<file path="src/rtl/au_result_queue.sv">
`default_nettype none
// ============================================================================
// Module      : au_result_queue
// Description : In-order result FIFO behind the 32-bit arithmetic unit.
//               Captures AU results with a valid/ready handshake, presents
//               them to writeback, and commits the architectural HI/LO pair
//               when a MULT/DIV result leaves the queue.
// Revision    : 1.0 - initial release
// ============================================================================
module au_result_queue #(
  parameter int DEPTH = 4,
  parameter int W     = 32
) (
  input  logic                     clk,
  input  logic                     rst_n,
  input  logic                     in_valid,
  output logic                     in_ready,
  input  logic [1:0]               in_op,
  input  logic [W-1:0]             in_s,
  input  logic [W-1:0]             in_hi,
  input  logic [W-1:0]             in_lo,
  input  logic                     in_zero,
  output logic                     out_valid,
  input  logic                     out_ready,
  output logic [1:0]               out_op,
  output logic [W-1:0]             out_data,
  output logic                     out_zero,
  output logic [W-1:0]             hi_q,
  output logic [W-1:0]             lo_q,
  output logic [$clog2(DEPTH):0]   count,
  output logic                     full
);

  localparam int AW = $clog2(DEPTH);
  localparam int CW = AW + 1;
  localparam logic [CW-1:0] C_FULL  = CW'(DEPTH);
  localparam logic [CW-1:0] C_EMPTY = '0;

  // Entry storage; contents need no reset since occupancy gates visibility.
  logic [1:0]   r_mem_op   [DEPTH];
  logic [W-1:0] r_mem_data [DEPTH];
  logic [W-1:0] r_mem_hi   [DEPTH];
  logic [W-1:0] r_mem_lo   [DEPTH];
  logic         r_mem_zero [DEPTH];

  logic [AW-1:0] r_wr_ptr;
  logic [AW-1:0] r_rd_ptr;
  logic [CW-1:0] r_count;
  logic [W-1:0]  r_hi;
  logic [W-1:0]  r_lo;

  logic          w_push;
  logic          w_pop;
  logic [W-1:0]  w_data;
  logic          w_zero;

  // Handshake qualifiers; ready is a pure function of occupancy so a pop
  // while full never opens a same-cycle push.
  always_comb begin
    in_ready  = !rst_n && (r_count != C_FULL);
    out_valid = (r_count != C_EMPTY);
    full      = (r_count == C_FULL);
    w_push    = in_valid && in_ready;
    w_pop     = out_valid && out_ready;
  end

  // Select what writeback sees: lo half for MULT/DIV, s for ADD/SUB, and
  // derive the zero flag from the full 2W-bit result for MULT/DIV.
  always_comb begin
    w_data = in_op[1] ? in_lo : in_s;
    w_zero = in_op[1] ? ((in_hi == '0) && (in_lo == '0)) : in_zero;
  end

  // Write the incoming result into the slot at the write pointer.
  always_ff @(posedge clk) begin
    if (w_push) begin
      r_mem_op[r_wr_ptr]   <= in_op;
      r_mem_data[r_wr_ptr] <= w_data;
      r_mem_hi[r_wr_ptr]   <= in_hi;
      r_mem_lo[r_wr_ptr]   <= in_lo;
      r_mem_zero[r_wr_ptr] <= w_zero;
    end
  end

  // Pointer and occupancy bookkeeping; pointers wrap naturally at DEPTH.
  always_ff @(posedge clk or posedge rst_n) begin
    if (rst_n) begin
      r_wr_ptr <= '0;
      r_rd_ptr <= '0;
      r_count  <= '0;
    end else begin
      if (w_push) r_wr_ptr <= r_wr_ptr + AW'(1);
      if (w_pop)  r_rd_ptr <= r_rd_ptr + AW'(1);
      if (w_push && !w_pop)      r_count <= r_count + CW'(1);
      else if (w_pop && !w_push) r_count <= r_count - CW'(1);
    end
  end

  // Architectural HI/LO commit only as MULT/DIV results are popped, which
  // keeps them in program order with respect to writeback.
  always_ff @(posedge clk or posedge rst_n) begin
    if (rst_n) begin
      r_hi <= '0;
      r_lo <= '0;
    end else if (w_pop && r_mem_op[r_rd_ptr][1]) begin
      r_hi <= r_mem_hi[r_rd_ptr];
      r_lo <= r_mem_lo[r_rd_ptr];
    end
  end

  // Head-of-queue outputs read asynchronously from the read slot.
  always_comb begin
    out_op   = r_mem_op[r_rd_ptr];
    out_data = r_mem_data[r_rd_ptr];
    out_zero = r_mem_zero[r_rd_ptr];
    hi_q     = r_hi;
    lo_q     = r_lo;
    count    = r_count;
  end

endmodule
`default_nettype wire

</file>
<file path="config.mk">
export PLATFORM = sky130hd
export DESIGN_NAME = au_result_queue
export DESIGN_NICKNAME = d
export VERILOG_FILES = /design/src/rtl/au_result_queue.sv
export SDC_FILE = /design/constraint.sdc
export NUM_CORES = 1
export LEC_CHECK = 0
export BUFFER_PORTS_ARGS = -buffer_cell sky130_fd_sc_hd__buf_2
export CAP_MARGIN = 20
export CORE_MARGIN = 1
export CORE_UTILIZATION = 33
export CTS_BUF_LIST = sky130_fd_sc_hd__clkbuf_4
export DETAILED_ROUTE_END_ITERATION = 12
export GPL_ROUTABILITY_DRIVEN = 1
export HOLD_SLACK_MARGIN = 0.12
export PLACE_DENSITY = 0.54
export REMOVE_ABC_BUFFERS = 1
export SLEW_MARGIN = 0
export SYNTH_ARGS = -nofsm -noshare
export SYNTH_HDL_FRONTEND = slang
export SYNTH_SLANG_ARGS = --single-unit
</file>
<file path="constraint.sdc">
create_clock -name clk -period 4.6 [get_ports clk]
set_input_delay 0.46 -clock clk [delete_from_list [all_inputs] [get_ports clk]]
set_output_delay 0.46 -clock clk [all_outputs]
set_load 0.02 [all_outputs]
</file>
==> key figures <==
Run status
  • Outcome: finished, final reports clean

Synthesis
  • Post-synth cell types: 32
  • Sequential share of the synthesized area: 0.761
  • Synth top area cells: edfxtp_1 (66%), mux4_2 (11%), dfrtp_1 (9.9%), mux2_4 (5.0%), mux2_2 (2.4%)
  • Post-synthesis instance total: 750
  • Post-synth EDFFs: 396
  • Most used DFF post-synth: edfxtp_1
  • Most frequent cell after synthesis: edfxtp_1
  • Yosys top cell area share: 0.662
  • Seq cells post-synth: 467
  • Post-Syn Area: 0.0180 mm2
  • Yosys warnings: 0
  • Area leader, netlist: edfxtp_1
  • Ys async rst share: 0.152
  • Syn Area/Cell: 23.9 um2
  • Top cells by count, synth: edfxtp_1 (396), mux4_2 (86), dfrtp_1 (71)

Global route
  • Remaining global-route overflow: 0
  • Initial antenna violation count: 2
  • First-pass GRT wire length: 60700 um
  • Total track usage: 0.151
  • Vias in the first global route: 9951
  • Largest net degree at the start of global routing: 100

Worst setup path
  • Crit end category: output port
  • CP startpoint kind: flop
  • Worst path cell trace: buf_12 -> mux4_2 -> buf_2
  • CP Max Fanout: 37
  • Max incr delay on CP: 0.91 ns
  • WP data required: between 4 and 5 ns
  • Critical Path Slowest Stage Cell: dfrtp_4
  • Worst Setup Path Type: reg2out
  • Crit path DAT: 3.04 ns

Power
  • Max IR drop VDD: 0.444 mV
  • Power, Total: 13.7 mW
  • Sw frac: 0.309
  • Power per cell area: 606 mW/mm2
  • Combinational share of power: 0.300
  • Pint: 9.46 mW
  • Power share of the clock group: 0.283
  • P_sw: 4.23 mW
  • Seq pwr share: 0.417
  • Total leakage power: 8.30 nW

Placement
  • Detail Placement HPWL: between 20000 and 25000 um
  • IO Port Bufs: between 200 and 250
  • Dpl ws: 1.74 ns
  • Cell count after placement: 1632
  • Dpl cell area: 0.0198 mm2
  • Routability Congestion: 0.691

Detailed routing
  • Antenna-violating nets left: 0
  • Via-per-instance ratio: 4.59
  • Drc violations: 0
  • Via count: 9088
  • Routed WL per cell: 20.2 um
  • Initial DRC Count: approximately 360
  • DR pass1 iterations: 4
  • Routed WL: ~40000 um

Final layout
  • Multi-input logic area: roughly 0.0040 mm2
  • Finished Layout Cells: 1978
  • Fillers: 4859
  • Fin nets: around 1300
  • Layout area overhead: 25.8%
  • Share of layout cells above drive strength 1: 0.485
  • Final core utilization: 0.420
  • Finished Cell Area: 0.0226 mm2
  • Seq. cell area: ~0.014 mm2

Timing
  • Tcrit/Tclk final: 0.760
  • Post-route worst setup slack: around 1.1 ns
  • Max-slew violations: 0
  • Final Setup Violations: 0
  • Clock Skews: about 0.063 ns
  • Total Neg Setup Slack: 0 ns
  • Minimum clock period: 3.50 ns
  • Final Hold Slack: 0.302 ns
  • Unrepaired setup endpoints after global routing: no
  • Fmax: around 290 MHz
  • Slew HR: 0.295
  • Final hold violation count: 0
  • Worst Tran Pin Value: between 1 and 1.5 ns

Clock network
  • Maximum root-to-sink buffer count: 3
  • H-Tree Depth: 4
  • Clock Sinks: 467
  • CTS resizes: 0
  • Clock Root Buffer: clkbuf_4
  • Clock Latency Late Sink: 0.95 ns
  • CTS tree: yes
  • Setup Fix Bufs, Post-CTS: 0
  • CTS Buf Count: 131
  • Clock slew seen by the registers of the worst setup and hold paths: 0.06 ns
  • Hold Buf Count CTS: 107

Floorplan
  • Core box area: between 0.05 and 0.06 mm2
  • Row count: 85
  • I/O pins: ~210
  • Die width: 235 um
  • Initial Utilization: 0.334
  • Die H: 235 um
  • Die area: 0.0553 mm2

Worst hold path
  • Hold Crit Class: in2reg

Flow run
  • Max_cap viols: 0
power groups by stage:
stage	Clock, mW	Combinational (mW)	Sequential (mW)
2_1_floorplan	0	2.38	6.36
3_3_place_gp	0	4.12	5.79
3_5_place_dp	0	4.15	5.81
4_1_cts	4.05	4.22	5.73
5_1_grt	4.28	4.39	5.80
6_report	3.87	4.10	5.71
sequential cells by signal, indices dropped and copies added (netlist names), 3 cells and up:
| register | cells |
|---|---|
| r_mem_data | 128 |
| r_mem_hi | 128 |
| r_mem_lo | 128 |
| hi_q | 32 |
| lo_q | 32 |
| r_mem_op | 8 |
| r_mem_zero | 4 |
| count | 3 |
layer usage:
metal	part of all wire	routed length (um)	track usage
met2	0.49	19700	0.238
met3	0.063	2510	0.0568
met4	0.017	692	0.0632
met5	0	0	0
met1	0.43	17000	0.185
logic make-up (layout without fill, tap and decap cells):
| kind of cell | Yosys count | count (layout) | share of synthesized area |
|---|---|---|---|
| fa+ha+maj | 6 | 6 | 0.00460 |
| mux | 197 | 197 | 0.201 |
| compound gates | 1 | 1 | 0.000349 |
| buf+inv | 38 | 567 | 0.0174 |
| flops | 467 | 467 | 0.761 |
| xor+xnor | 6 | 6 | 0.00293 |
| simple gates | 35 | 35 | 0.0125 |
| other cells | 0 | 3 | 0 |
final timing paths:
check / slack (ns) / depth (start not counted) / start / endpoint
max: 1.10 / 3 / r_rd_ptr[0] / out_data[9]
min: 0.30 / 2 / in_hi[20] / r_mem_hi[3][20]
max reg2reg: 1.80 / 3 / r_rd_ptr[0] / hi_q[16]
min reg2reg: 0.50 / 1 / count[2] / count[2]
max in group asynchronous: 2.75 / 5 / rst_n / r_rd_ptr[1]
min in group asynchronous: 0.77 / 4 / rst_n / r_wr_ptr[0]
final cells by class:
cell class,count,share of cell area
antenna,3,0.000332
sequential,467,0.606
inverter,6,0.00111
tap,696,0.0386
timing repair buffer,325,0.101
clock inverter,47,0.0139
multi-input combinational,245,0.177
clock buffer,189,0.0628
layout by cell type, fill, tap and decap left out, types with 13 or more instances in the layout:
cell and instances:
clkinv_1 27, dfrtp_1 69, edfxtp_1 396, mux2_2 38, clkbuf_4 189, nor4_1 14
mux4_1 13, buf_2 207, dlygate4sd3_1 107, mux2_4 60, mux4_2 86
critical path, delay by kind of cell, from the launching register on:
| kind | cells | cell delay, ns |
|---|---|---|
| flops | 1 | 0.91 |
| buf+inv | 2 | 0.59 |
| mux | 1 | 0.59 |
No activity file was read; power rests on OpenSTA's default activity.
